### src/rtl/hash_result_serializer.sv
// ============================================================================
// Module  : hash_result_serializer
// Brief   : Streams one merged hash bundle as per-lane match candidates.
// Revision: 1.0
// ============================================================================
`default_nettype none

module hash_result_serializer #(
  parameter int NUM_PE      = 16,
  parameter int ADDR_W      = 32,
  parameter int LEN_W       = 3,
  parameter int MIN_LEN     = 3,
  parameter int WINDOW_SIZE = 65536
) (
  input  logic                          clk,
  input  logic                          rst_n,
  input  logic                          input_valid,
  input  logic [NUM_PE-1:0]             input_mask,
  input  logic [NUM_PE*ADDR_W-1:0]      input_addr,
  input  logic [NUM_PE-1:0]             input_history_valid,
  input  logic [NUM_PE*ADDR_W-1:0]      input_history_addr,
  input  logic [NUM_PE*LEN_W-1:0]       input_meta_match_len,
  input  logic [NUM_PE-1:0]             input_meta_match_can_ext,
  input  logic [NUM_PE-1:0]             input_delim,
  output logic                          input_ready,
  output logic                          output_valid,
  output logic [$clog2(NUM_PE)-1:0]     output_pe_idx,
  output logic [ADDR_W-1:0]             output_addr,
  output logic                          output_match_valid,
  output logic [ADDR_W-1:0]             output_offset,
  output logic [LEN_W-1:0]              output_match_len,
  output logic                          output_can_ext,
  output logic                          output_delim,
  output logic                          output_last,
  input  logic                          output_ready
);

  localparam int                c_idx_w   = $clog2(NUM_PE);
  localparam logic [NUM_PE-1:0] c_one     = NUM_PE'(1);
  localparam logic [ADDR_W-1:0] c_window  = ADDR_W'(WINDOW_SIZE);
  localparam logic [LEN_W-1:0]  c_min_len = LEN_W'(MIN_LEN);

  logic [NUM_PE-1:0]        pending_q, pending_d;
  logic [NUM_PE-1:0]        mask_q, mask_d;
  logic [NUM_PE-1:0]        hist_valid_q, hist_valid_d;
  logic [NUM_PE-1:0]        can_ext_q, can_ext_d;
  logic [NUM_PE-1:0]        delim_q, delim_d;
  logic [NUM_PE*ADDR_W-1:0] addr_q, addr_d;
  logic [NUM_PE*ADDR_W-1:0] hist_addr_q, hist_addr_d;
  logic [NUM_PE*LEN_W-1:0]  len_q, len_d;

  logic                     w_accept;
  logic                     w_fire;
  logic                     w_valid;
  logic                     w_last;
  logic [NUM_PE-1:0]        w_onehot;
  logic [c_idx_w-1:0]       w_idx;
  logic [ADDR_W-1:0]        w_addr;
  logic [ADDR_W-1:0]        w_hist_addr;
  logic [ADDR_W-1:0]        w_offset;
  logic [LEN_W-1:0]         w_len;
  logic                     w_match;

  // Isolate the lowest pending lane with the two's-complement trick.
  always_comb begin
    w_onehot = pending_q & (~pending_q + c_one);
    w_idx    = '0;
    for (int i = 0; i < NUM_PE; i++) begin
      if (w_onehot[i]) w_idx = w_idx | c_idx_w'(i);
    end
  end

  always_comb begin
    w_valid     = (pending_q != '0);
    w_last      = w_valid && ((pending_q & (pending_q - c_one)) == '0);
    w_addr      = addr_q[w_idx*ADDR_W +: ADDR_W];
    w_hist_addr = hist_addr_q[w_idx*ADDR_W +: ADDR_W];
    w_len       = len_q[w_idx*LEN_W +: LEN_W];
    // Unsigned wrap: a history position ahead of the head lands far outside the window.
    w_offset    = w_addr - w_hist_addr;
    w_match     = w_valid && hist_valid_q[w_idx] && mask_q[w_idx] && (w_len >= c_min_len)
                  && (w_offset != '0) && (w_offset <= c_window);
  end

  always_comb begin
    output_valid       = w_valid;
    output_pe_idx      = w_idx;
    output_addr        = w_valid ? w_addr : '0;
    output_match_valid = w_match;
    output_offset      = w_match ? w_offset : '0;
    output_match_len   = w_match ? w_len : '0;
    output_can_ext     = w_match && can_ext_q[w_idx];
    output_delim       = w_valid && delim_q[w_idx];
    output_last        = w_last;
    input_ready        = !w_valid || (w_last && output_ready);
  end

  // A new bundle overwrites the buffer on the same edge the previous last lane fires.
  always_comb begin
    w_accept     = input_valid && input_ready;
    w_fire       = w_valid && output_ready;
    pending_d    = w_fire ? (pending_q & ~w_onehot) : pending_q;
    mask_d       = mask_q;
    hist_valid_d = hist_valid_q;
    can_ext_d    = can_ext_q;
    delim_d      = delim_q;
    addr_d       = addr_q;
    hist_addr_d  = hist_addr_q;
    len_d        = len_q;
    if (w_accept) begin
      pending_d    = input_mask | input_delim;
      mask_d       = input_mask;
      hist_valid_d = input_history_valid;
      can_ext_d    = input_meta_match_can_ext;
      delim_d      = input_delim;
      addr_d       = input_addr;
      hist_addr_d  = input_history_addr;
      len_d        = input_meta_match_len;
    end
  end

  always_ff @(posedge clk or negedge rst_n) begin
    if (!rst_n) begin
      pending_q    <= '0;
      mask_q       <= '0;
      hist_valid_q <= '0;
      can_ext_q    <= '0;
      delim_q      <= '0;
      addr_q       <= '0;
      hist_addr_q  <= '0;
      len_q        <= '0;
    end else begin
      pending_q    <= pending_d;
      mask_q       <= mask_d;
      hist_valid_q <= hist_valid_d;
      can_ext_q    <= can_ext_d;
      delim_q      <= delim_d;
      addr_q       <= addr_d;
      hist_addr_q  <= hist_addr_d;
      len_q        <= len_d;
    end
  end

endmodule

`default_nettype wire
### config.mk
export PLATFORM = sky130hd
export DESIGN_NAME = hash_result_serializer
export DESIGN_NICKNAME = d
export VERILOG_FILES = /design/src/rtl/hash_result_serializer.sv
export SDC_FILE = /design/constraint.sdc
export NUM_CORES = 2
export LEC_CHECK = 0
export ABC_CLOCK_PERIOD_IN_PS = 7800
export CAP_MARGIN = 20
export CORE_AREA = 2 2 471 473
export CTS_CLUSTER_DIAMETER = 100
export DETAILED_ROUTE_END_ITERATION = 6
export DIE_AREA = 0 0 473 475
export PLACE_DENSITY = 0.53
export SYNTH_ARGS = -nofsm -noshare
export SYNTH_HDL_FRONTEND = slang
export SYNTH_SLANG_ARGS = --single-unit
### constraint.sdc
create_clock -name clk -period 7.8 [get_ports clk]
set_input_delay 1.17 -clock clk [delete_from_list [all_inputs] [get_ports clk]]
set_output_delay 1.17 -clock clk [all_outputs]
set_load 0.05 [all_outputs]
==> impl_metrics.env <==
export IMPL_cts_tree="yes"
export IMPL_critPathCaptureType="output pin"
export IMPL_synth_seq_cells=1152
export IMPL_clockBufferDepth=3
export IMPL_rsz0062_at_grt="true"
export IMPL_netlist_cell_type_count=74
export IMPL_finalMaxSlewViolations=0
export IMPL_ys_flop_type="dfrtp_1"
export IMPL_fillers=21615
export IMPL_viasPerCell=4.94
export IMPL_grt_max_degree=166
export IMPL_yosysWarnings=0
export IMPL_whs_ns=0.338
export IMPL_ys_top_cells_by_area="dfrtp_1, mux2_2, a211oi_1"
export IMPL_crit_slowest_cell="dfrtp_1"
export IMPL_seq_area_frac_synth=0.518
export IMPL_cts_buffers=141
export IMPL_slew_headroom=0.201
export IMPL_synth_edff_count=0
export IMPL_ioPinCount=1217
export IMPL_use_met1=0.290
export IMPL_grt_pass1_vias=45482
export IMPL_wire_per_inst_um=29.5
export IMPL_vias=45149
export IMPL_dieArea_sq_um=225000
export IMPL_use_met2=0.357
export IMPL_timing_rr_start="pending_q[2]"
export IMPL_cts_clk_slew_worst_paths_ns=0.05
export IMPL_yosysTopAreaCell="dfrtp_1"
export IMPL_status="finished, violations left"
export IMPL_grt_pass1_wl_um=355000
export IMPL_grt_usage=0.225
export IMPL_regArea_sq_um=28800
export IMPL_firstDrtPassIters=5
export IMPL_h_tree_depth=4
export IMPL_worst_pin_slew_ns=1.19
export IMPL_hp_class="primary input to async pin"
export IMPL_critPathMaxFanout=19
export IMPL_dpl_cell_count=8755
export IMPL_drc=0
export IMPL_place_area_sq_um=73100
export IMPL_clock_latency_ns=0.81
export IMPL_timing_rr_end="hist_addr_q[467]"
export IMPL_netlist_area_sq_um=55600
export IMPL_final_antenna_net_count=0
export IMPL_place_gp_congestion=0.880
export IMPL_met3_usage=0.0721
export IMPL_clock_fmax_mhz=122
export IMPL_start_kind="flip-flop"
export IMPL_cts_sinks=1152
export IMPL_drv_cap=0
export IMPL_critPathCapture="output_offset[7]"
export IMPL_finalClockSkew_ns=0.0255
export IMPL_grt_overflow=0
export IMPL_numPortBuffers=1201
export IMPL_crit_path_start="pending_q[2]"
export IMPL_drive_above_1_share=0.333
export IMPL_busiest_layer="met2"
export IMPL_fin_crit_sh=1.05
export IMPL_antenna_found_initial=142
export IMPL_critPathRequiredTime_ns=6.63
export IMPL_row_count=172
export IMPL_setup_violations=22
export IMPL_drtIter0Drc=3225
export IMPL_reg2regPathDepth=13
export IMPL_synth_top_cell_area_share=0.518
export IMPL_report_final_hold_viol_count=0
export IMPL_postLayoutCellArea_sq_um=80500
export IMPL_dieHeight_um=475
export IMPL_initial_core_util=0.254
export IMPL_fin_cells=9131
export IMPL_netlist_instances=4700
export IMPL_arrival_ns=7.04
export IMPL_crit_type="flip-flop to output pin"
export IMPL_syn2layout_area_growth_pct=44.8
export IMPL_violations="setup timing"
export IMPL_finalWirelength_um=270000
export IMPL_dp_hpwl_um=205000
export IMPL_avgSynthCellArea_sq_um=11.8
export IMPL_fp_dieW_um=473
export IMPL_fin_nets=7258
export IMPL_fin_crit_ns=8.21
export IMPL_async_reset_ff_frac=1.00
export IMPL_slowest_delay_ns=0.41
export IMPL_cts_root_buf="clkbuf_16"
export IMPL_coreArea_sq_um=219000
export IMPL_reg2reg_slack_ns=2.68
export IMPL_fin_ws_ns=-0.408
export IMPL_multi_input_comb_area_sq_um=26500
==> layer usage <==
layer / wire, um / vias up
met2: 124000 / 1704
met5: 653 / -
met1: 115000 / 22994
met4: 7030 / 100
met3: 22700 / 405
li1: - / 19946
==> how the worst min path moves through the flow <==
stage / end / cells past startpoint / from / slack, ns
4_1_cts: addr_q[486] / 1 / rst_n / 0.38
6_report: addr_q[422] / 1 / rst_n / 0.34
5_1_grt: addr_q[486] / 1 / rst_n / 0.38
3_3_place_gp: hist_addr_q[12] / 1 / hist_addr_q[12] / 0.48
2_1_floorplan: addr_q[128] / 1 / addr_q[128] / 0.47
3_5_place_dp: delim_q[4] / 1 / delim_q[4] / 0.48
==> cells by family after synthesis <==
family / count (synthesis) / synth area share
xor+xnor: 21 / 0.00331
compound gates: 877 / 0.112
mux: 1171 / 0.237
flops: 1152 / 0.518
simple gates: 1039 / 0.0906
buf+inv: 402 / 0.0303
fa+ha+maj: 37 / 0.00823
other cells: 1 / 0.0000674
==> worst max-delay path, delay by kind of cell, from the launching register on <==
kind	cells	cell delay [ns]
AOI/OAI and AO/OA	13	2.50
buffers and inverters	9	1.70
and+or+nand+nor	4	1.07
DFF	1	0.41
adders and majority gates	1	0.32
xor gates and xnor gates	1	0.16
==> synthesized netlist by cell type (6+ instances only) <==
master	n
nor3_1	14
ha_1	31
buf_2	60
a31oi_1	136
nand2b_1	7
and2_1	296
mux2_2	1138
o21ai_0	47
nand3_1	23
nand4_1	10
buf_1	30
and4_1	17
xnor2_1	12
nor2b_1	6
a21oi_1	128
or3_1	6
xor2_1	9
nand2_1	572
nor2_1	48
buf_4	18
nor4_1	6
a21o_1	43
o21a_1	6
o31ai_1	9
mux2i_1	28
inv_1	11
a211oi_1	326
clkbuf_1	276
and3_1	11
a311oi_1	137
dfrtp_1	1152
==> placed cells by master (no fill, tap or decap), types with 9 or more instances in the layout <==
cell,Yosys,routed
a31oi_2,0,22
a21oi_1,128,97
buf_12,0,69
nand2_1,572,569
clkinv_2,0,24
and2_1,296,296
bufinv_16,0,11
nand3_1,23,23
clkbuf_1,276,31
nor3_1,14,11
nor2_1,48,47
ha_1,31,20
clkdlybuf4s50_1,0,1161
conb_1,1,15
a31oi_1,136,110
mux2_2,1138,1138
clkbuf_8,0,26
dfrtp_1,1152,1149
mux2i_1,28,28
diode_2,0,60
o21ai_0,47,41
buf_6,4,26
nand4_1,10,10
a211oi_2,0,58
clkbuf_16,0,162
xnor2_1,12,9
buf_16,0,12
a211oi_1,326,260
a311oi_1,137,101
and3_1,11,10
buf_4,18,327
a311oi_2,0,28
a21oi_2,0,30
a21o_1,43,41
inv_1,11,11
==> flip-flops by register name, summed over array words and instances (netlist names) <==
name,cells
addr_q,512
can_ext_q,16
delim_q,16
hist_addr_q,512
hist_valid_q,16
len_q,48
mask_q,16
pending_q,16
==> area by class of cell <==
type,instances,area share
Tap cell,2871,0.0446
Multi-Input combinational cell,3160,0.329
Antenna cell,60,0.00186
Timing Repair Buffer,1617,0.206
Clock inverter,56,0.00875
Sequential cell,1152,0.358
Clock buffer,201,0.0506
Inverter,14,0.00104
==> stage by stage <==
stage | setup TNS (ns) | util | setup WS [ns]
3_5_place_dp | -9.57 | 0.334 | -0.453
2_1_floorplan | -0.0831 | - | -0.0416
5_1_grt | -12.80 | 0.367 | -0.597
4_1_cts | -16.85 | 0.357 | -0.784
6_report | -8.40 | 0.368 | -0.408
3_3_place_gp | -9.50 | 0.334 | -0.446
==> repair_timing <==
item,CTS,global route
gates cloned,1,20
hold buffers,0,0
gates resized for setup,42,279
pin swaps,2,82
buffers inserted,10,29
setup endpoints to repair,22,22
Power is left out: the tool's default activity adds up to more than one toggle a clock period on the data nets, which glitch-free logic cannot reach.
